===== src/rtl/power_emu_run_ctrl.sv =====
// power_emu_run_ctrl: window run sequencer for the power-emulator adder tree (start/wait/CPA/accumulate/irq)
// Ports: clk, reset (async, active-high); s_read/s_write/s_addr/s_wdata/s_rdata host register bus
// (s_rdata valid one cycle after s_read); dp_start/dp_en/dp_done/dp_vs/dp_vc datapath handshake;
// irq = done & irq_en, registered.
module power_emu_run_ctrl #(
  parameter int BITS = 32,
  parameter int CGES = 13,
  parameter int CHUNK = 9,
  parameter int TIMEOUT = 1024,
  localparam int MAX = $clog2(CGES) + BITS,
  localparam int ACCW = MAX + 16
) (
  input  logic           clk,
  input  logic           reset,
  input  logic           s_read,
  input  logic           s_write,
  input  logic [3:0]     s_addr,
  input  logic [31:0]    s_wdata,
  output logic [31:0]    s_rdata,
  output logic           dp_start,
  output logic           dp_en,
  input  logic           dp_done,
  input  logic [MAX-1:0] dp_vs,
  input  logic [MAX-1:0] dp_vc,
  output logic           irq
);
  localparam int NCH = (MAX + CHUNK - 1) / CHUNK;
  localparam int W = NCH * CHUNK;
  localparam int KW = NCH > 1 ? $clog2(NCH) : 1;
  localparam int TW = TIMEOUT > 1 ? $clog2(TIMEOUT) : 1;
  typedef enum logic [2:0] {IDLE, START, WAIT, SUM, ACC, DONE} state_t;
  state_t state;
  logic [ACCW-1:0] acc;
  logic [MAX-1:0] last;
  logic [W-1:0] vs_r, vc_r, sum_r;
  logic [KW-1:0] k;
  logic cy, irq_en, done, tout;
  logic [7:0] nwin, wins;
  logic [TW-1:0] timer;
  logic [CHUNK:0] csum;
  logic [31:0] rdata;
  logic wr_ctrl, wr_stat, go, abort, busy;
  logic [7:0] nwin_eff, wins_inc;
  logic unused_wdata;
  assign busy = state != IDLE;
  assign wr_ctrl = s_write && s_addr == 4'd0;
  assign wr_stat = s_write && s_addr == 4'd1;
  assign go = wr_ctrl && s_wdata[0];
  assign abort = wr_ctrl && s_wdata[1];
  assign nwin_eff = nwin == 8'd0 ? 8'd1 : nwin;
  assign wins_inc = wins == 8'hFF ? wins : wins + 8'd1;
  assign unused_wdata = ^s_wdata[31:8];
  // one CHUNK-wide slice of the carry-propagate add per SUM cycle, carry held in cy
  assign csum = {1'b0, vs_r[k*CHUNK +: CHUNK]} + {1'b0, vc_r[k*CHUNK +: CHUNK]} + {{CHUNK{1'b0}}, cy};
  always_comb begin
    rdata = '0;
    case (s_addr)
      4'd0: rdata = {29'd0, irq_en, 2'd0};
      4'd1: rdata = {16'd0, wins, 5'd0, tout, done, busy};
      4'd2: rdata = {24'd0, nwin};
      4'd3: rdata = acc[31:0];
      4'd4: rdata = 32'(acc[ACCW-1:32]);
      4'd5: rdata = last[31:0];
      4'd6: rdata = 32'(last[MAX-1:32]);
      default: rdata = '0;
    endcase
  end
  always_ff @(posedge clk or posedge reset) begin
    if (reset) begin
      state <= IDLE;
      s_rdata <= '0;
      dp_start <= 1'b0;
      dp_en <= 1'b0;
      irq <= 1'b0;
      acc <= '0;
      last <= '0;
      vs_r <= '0;
      vc_r <= '0;
      sum_r <= '0;
      k <= '0;
      cy <= 1'b0;
      irq_en <= 1'b0;
      done <= 1'b0;
      tout <= 1'b0;
      nwin <= '0;
      wins <= '0;
      timer <= '0;
    end else begin
      dp_start <= 1'b0;
      irq <= done && irq_en;
      s_rdata <= s_read ? rdata : '0;
      if (wr_ctrl) irq_en <= s_wdata[2];
      if (wr_stat && s_wdata[1]) done <= 1'b0;
      if (wr_stat && s_wdata[2]) tout <= 1'b0;
      if (s_write && s_addr == 4'd2 && !busy) nwin <= s_wdata[7:0];
      if (abort && busy) begin
        state <= IDLE;
        dp_en <= 1'b0;
      end else begin
        case (state)
          IDLE: if (go && !abort) begin
            acc <= '0;
            wins <= '0;
            done <= 1'b0;
            tout <= 1'b0;
            dp_start <= 1'b1;
            state <= START;
          end
          START: begin
            timer <= '0;
            dp_en <= 1'b1;
            state <= WAIT;
          end
          WAIT: if (dp_done) begin
            vs_r <= W'(dp_vs);
            vc_r <= W'(dp_vc);
            k <= '0;
            cy <= 1'b0;
            dp_en <= 1'b0;
            state <= SUM;
          end else if (timer == TW'(TIMEOUT - 1)) begin
            tout <= 1'b1;
            dp_en <= 1'b0;
            state <= IDLE;
          end else begin
            timer <= timer + 1'b1;
          end
          SUM: begin
            sum_r[k*CHUNK +: CHUNK] <= csum[CHUNK-1:0];
            cy <= csum[CHUNK];
            k <= k + 1'b1;
            if (k == KW'(NCH - 1)) state <= ACC;
          end
          ACC: begin
            last <= sum_r[MAX-1:0];
            acc <= acc + ACCW'(sum_r[MAX-1:0]);
            wins <= wins_inc;
            if (wins_inc == nwin_eff) begin
              done <= 1'b1;
              state <= DONE;
            end else begin
              dp_start <= 1'b1;
              state <= START;
            end
          end
          DONE: state <= IDLE;
          default: state <= IDLE;
        endcase
      end
    end
  end
endmodule

===== config.mk =====
export PLATFORM = sky130hd
export DESIGN_NAME = power_emu_run_ctrl
export DESIGN_NICKNAME = d
export VERILOG_FILES = /design/src/rtl/power_emu_run_ctrl.sv
export SDC_FILE = /design/constraint.sdc
export NUM_CORES = 1
export LEC_CHECK = 0
export ABC_AREA = 0
export BUFFER_PORTS_ARGS = -buffer_cell sky130_fd_sc_hd__buf_2
export CORE_MARGIN = 2
export CORE_UTILIZATION = 35
export CTS_CLUSTER_SIZE = 30
export DETAILED_ROUTE_END_ITERATION = 6
export GPL_TIMING_DRIVEN = 0
export PLACE_DENSITY = 0.54
export SETUP_SLACK_MARGIN = 0.1
export SYNTH_ARGS = -nofsm -noshare
export SYNTH_HDL_FRONTEND = slang
export SYNTH_SLANG_ARGS = --single-unit

===== constraint.sdc =====
create_clock -name clk -period 7.17 [get_ports clk]
set_input_delay 0.3585 -clock clk [delete_from_list [all_inputs] [get_ports clk]]
set_output_delay 0.3585 -clock clk [all_outputs]
set_load 0.02 [all_outputs]

* Yosys cells after proc, flatten, opt, wreduce, memory -nomap -nowiden *
Index checks and enable logic that the tools add are counted.

operators by class
  $add $sub $neg = 7
  $mul = 1
  eq/ne operators = 21
  shift operators = 4
  mux-type cells = 42
  bitwise gates (word level) = 1
  reductions and logical operators = 29

operators with widths
  kind                                                                     count
  32-bit case mux with 7 select lines                                      1
  52-bit case mux with 2 select lines                                      1
  36-bit by 7-bit variable part select with 9-bit output                   2
  52-bit by 36-bit adder with 52-bit output                                1
  52-bit two-way mux                                                       1
  36-bit bitwise mux                                                       1
  9-bit by 34-bit variable shift with 36-bit output, first input constant  1
  9-bit by 34-bit variable part select with 36-bit output                  1
  6-bit negation with 34-bit output                                        1
  32-bit two-way mux                                                       1
  8-bit two-way mux                                                        3
  10-bit two-way mux                                                       2
  10-bit case mux with 2 select lines                                      1
  3-bit two-way mux                                                        6
  1-bit two-way mux                                                        16
  8-bit case mux with 2 select lines                                       1
  3-bit case mux with 5 select lines                                       1
  4-bit by 3-bit equality test with 1-bit output, second input constant    3
  3-bit AND reduction                                                      4
  1-bit logical AND                                                        11
  10-bit by 1-bit adder with 10-bit output                                 1
  10-bit by 1-bit adder with 10-bit output, second input constant          1
  9-bit by 9-bit adder with 10-bit output                                  1
  10-bit equality test, second input constant                              1
  other kinds (26)                                                         42

storage, ports and cells
  flip-flop bits (word level) = 266
  input bits = 113
  output and inout port bits = 35
  word-level logic and storage cells = 123

* Longest topological paths before layout *
  depth after elaboration = 8
  gate-level depth with buffers = 13
  mapped depth without buffers = 11

* Worst setup path before layout *
Ideal clock, no wire load.

  path type = reg-to-reg
  start point = reg k[0]
  end point = reg sum_r[17]
  setup time = 0.132 ns
  data arrival time = 3.805 ns
  data required time = 7.038 ns
  slack = 3.233 ns
  cell stages (with the launch flop) = 14
  path buffers = 2
  period minus slack after synthesis = 3.937 ns
  path through = dfrtp_1 clkbuf_1 buf_1 mux4_2 fa_1 fa_1 a21o_1 a21oi_1 o21bai_1 a21oi_1 o21bai_1 a21oi_1 xor2_1 o21ai_0

between the ends
  word-level cells in the longest chain between the ends = 6
  elaborated cells between the ends (all ways) = 9
  classes of those cells = add/sub: 3; mul: 1; shift: 4; mux: 1

ends and longest elaborated chain
  element                                                  RTL line  text
  from (decl)                                              36        logic [KW-1:0] k;
  from (signal assigned)                                   131       k <= k + 1'b1;
  2-bit by 4-bit multiplier with 6-bit output *            54, 129
  36-bit by 7-bit variable part select with 9-bit output   54        assign csum = {1'b0, vs_r[k*CHUNK +: CHUNK]} + {1'b0, vc_r[k*CHUNK +: CHUNK]} + {{CHUNK{1'b0}}, cy};
  9-bit by 9-bit adder with 10-bit output                  54
  10-bit by 1-bit adder with 10-bit output                 54
  9-bit by 34-bit variable part select with 36-bit output  129       sum_r[k*CHUNK +: CHUNK] <= csum[CHUNK-1:0];
  36-bit bitwise mux *                                     129
  to (signal, indexed assignment)                          129
  to (decl)                                                35        logic [W-1:0] vs_r, vc_r, sum_r;

Every way passes the cells marked *; elsewhere a longest branch is shown, timed or not.
A chain may end at the register's enable or synchronous reset.

* Worst setup path after layout *
  start point = reg k[0]
  end point = reg sum_r[26]

Same word-level chain as after synthesis.

==> impl_metrics.env <==
export IMPL_critPathMaxFanout=10
export IMPL_antenna_found_initial=2
export IMPL_antenna_left=0
export IMPL_netlist_area_sq_mm=0.01384
export IMPL_synth_fp_nets=1508
export IMPL_wl_um=41010
export IMPL_cts_sinks=266
export IMPL_critical_path_class="flop to flop"
export IMPL_ir_worst_vdd_uv=256.0
export IMPL_drt_iter0_markers=701
export IMPL_cp_common_cell="a21oi_1"
export IMPL_syn_avg_cell_area_sq_um=10.33
export IMPL_gr_max_usage_layer="met2"
export IMPL_setup_violations=0
export IMPL_async_flop_share_pct=100.0
export IMPL_placed_cell_area_sq_mm=0.01528
export IMPL_drc=0
export IMPL_fin_tns_setup_ns=0
export IMPL_synth_seq_cells=266
export IMPL_fin_total_pwr_mw=7.639
export IMPL_reg2regPathDepth=13
export IMPL_crit_required_ns=7.59
export IMPL_rows=72
export IMPL_synthCells=1340
export IMPL_cpMaxStageDelayCell="buf_1"
export IMPL_max_stage_delay_ns=0.78
export IMPL_grtUsageMet1_pct=28.53
export IMPL_place_gp_congestion=0.8899
export IMPL_final_nets=1675
export IMPL_cts_setup_buffers=0
export IMPL_powerDensity_mw_per_mm2=468.3
export IMPL_fmax_mhz=204.6
export IMPL_cap_violations=0
export IMPL_clock_latency_ns=0.58
export IMPL_die_w_um=202.8
export IMPL_grt_setup_unrepaired="no"
export IMPL_worst_pin_slew_ns=1.225
export IMPL_routedWlPerCell_um=20.04
export IMPL_vias_per_cell=5.458
export IMPL_grt_util_met2_pct=31.67
export IMPL_io_pins=148
export IMPL_hold_class="input port to flop"
export IMPL_synth_edff_count=0
export IMPL_drive_gt1_share_pct=19.63
export IMPL_dp_slack_ns=2.270
export IMPL_grt_max_degree=42
export IMPL_fp_dieArea_sq_mm=0.04114
export IMPL_dp_hpwl_um=30900
export IMPL_cp_cell_sequence="clkbuf_1, buf_1, mux4_2, fa_1, fa_1, a21o_1, a21oi_1, o21bai_1, a21oi_1, o21bai_1, a21oi_1, xor2_1, o21ai_0"
export IMPL_cp_arrival_ns=5.30
export IMPL_cts_buffers=31
export IMPL_firstDrtPassIters=6
export IMPL_seq_area_frac_synth_pct=48.11
export IMPL_setup_slack_ns=2.282
export IMPL_synthFlopType="dfrtp_1"
export IMPL_grt_use_met3_pct=3.307
export IMPL_fin_util_pct=42.01
export IMPL_routed_via_count=11167
export IMPL_slew_headroom_pct=17.70
export IMPL_htreeDepth=1
export IMPL_slew_viol_final=0
export IMPL_yosys_warnings=0
export IMPL_grt_pass1_vias=11258
export IMPL_synth_distinct_cells=75
export IMPL_period_needed_ns=4.888
export IMPL_grt_ovfl_total=0
export IMPL_clockBufferDepth=3
export IMPL_skew_ns=0.01465
export IMPL_area_growth_pct=17.89
export IMPL_start_util_pct=35.64
export IMPL_grt_pass1_wl_um=65220
export IMPL_whs_path_depth=2
export IMPL_antennaDiodeCount=0
export IMPL_core_area_sq_mm=0.03883
export IMPL_leakage_nw=7.404
export IMPL_cp_end_kind="flop"
export IMPL_path_clk_slew_ns=0.06
export IMPL_final_period_utilization_pct=68.17
export IMPL_place_port_buffers=123
export IMPL_root_buffer="clkbuf_16"
export IMPL_die_y_um=202.8
export IMPL_hold_viol=0
export IMPL_status="finished clean"
export IMPL_final_cell_area_sq_mm=0.01631
export IMPL_start_kind="flop"
export IMPL_grt_usage_pct=20.27
export IMPL_tritoncts="built"
==> worst max-delay path: cells and delay by family (launching register included) <==
family	cells	cell delay, ns
multiplexers	1	0.64
XOR/XNOR	1	0.49
AO/OA/AOI/OAI	7	1.22
adder cells (fa/ha/maj)	2	0.87
buffers and inverters	2	1.12
flip-flops	1	0.39
==> cell usage after synthesis, types with 11 or more instances <==
cell | count | area (sq um)
a21o_1 | 20 | 150.1
a21oi_1 | 77 | 385.4
a22o_1 | 31 | 271.5
a22oi_1 | 44 | 330.3
and3_1 | 11 | 68.82
clkbuf_1 | 62 | 232.7
dfrtp_1 | 266 | 6656
ha_1 | 52 | 650.6
inv_1 | 22 | 82.58
mux2_2 | 81 | 912.1
mux4_2 | 18 | 405.4
nand2_1 | 216 | 810.8
nand3_1 | 26 | 130.1
nand4_1 | 18 | 112.6
nor2_1 | 65 | 244.0
nor3_1 | 16 | 80.08
o211ai_1 | 11 | 82.58
o21ai_0 | 82 | 410.4
or4_1 | 15 | 112.6
xnor2_1 | 33 | 289.0
xor2_1 | 18 | 157.7
==> path summary, 6_finish.rpt <==
check	slack, ns	end	from
worst max-delay path	2.28	sum_r[26]	k[0]
min in group asynchronous	0.39	acc[14]	reset
max in group asynchronous	5.68	timer[4]	reset
worst min-delay path	0.02	nwin[6]	s_wdata[6]
worst max register to register	2.28	sum_r[26]	k[0]
worst min register to register	0.48	last[7]	last[7]
==> what timing repair did <==
item                                   CTS  global route
hold buffers                             2             0
endpoints found under the hold margin   20             0
gates resized for setup                  0             0
==> power by group <==
group | switching [mW] | internal (mW) | leakage [nW] | total (mW)
registers | 0.374 | 1.95 | 3.41 | 2.33
logic | 2.26 | 1.46 | 3.49 | 3.72
clock network | 0.633 | 0.954 | 0.502 | 1.59
==> logic make-up (layout without fill, tap and decap cells) <==
group	Yosys count	after routing	share of synthesized area (%)
adders and majority gates	55	55	5.136
DFF	266	266	48.11
and+or+nand+nor	418	418	13.98
buffers and inverters	95	283	2.667
muxes	100	100	9.594
xor gates and xnor gates	51	51	3.228
AOI/OAI and AO/OA	355	355	17.29
==> sequential cells by signal, indices dropped and copies added (netlist names), 2 cells and up <==
name,flops
acc,52
last,36
sum_r,36
vc_r,36
vs_r,36
s_rdata,32
timer,10
nwin,8
wins,8
state,3
k,2
==> area by class of cell <==
class | instances | area, sq um
inverter | 22 | 86.33
clock buffer | 43 | 880.8
buffer | 73 | 286.5
tap | 518 | 648.1
fill | 3802 | 22520
clock inverter | 11 | 132.6
multi-input combinational | 979 | 6818
timing repair buffer | 134 | 803.3
sequential | 266 | 6656
==> through the flow <==
stage,instances,hold WS [ns]
after global routing,2046,0.002261
final,2046,0.01953
after detailed placement,1990,0.4429
after global placement,1981,0.4588
after floorplan,1340,0.4447
after CTS,2046,0.0005892
==> cell usage in the layout, fill, tap and decap left out, drive strengths merged, types with 20 or more instances in the layout <==
| cell type | n |
|---|---|
| dfrtp | 266 |
| o21ai | 85 |
| mux2 | 81 |
| buf | 142 |
| nand3 | 26 |
| nor2 | 67 |
| xnor2 | 33 |
| nand2 | 217 |
| a21o | 20 |
| a21oi | 77 |
| a22o | 31 |
| a22oi | 44 |
| inv | 21 |
| clkbuf | 106 |
| ha | 52 |
==> layer usage <==
| layer | wire length [um] | vias to the layer above |
|---|---|---|
| li1 | - | 5241 |
| met1 | 19210 | 5542 |
| met2 | 18360 | 300 |
| met3 | 1952 | 80 |
| met4 | 1454 | 4 |
| met5 | 23 | - |
No activity file was read; power rests on OpenSTA's default activity.
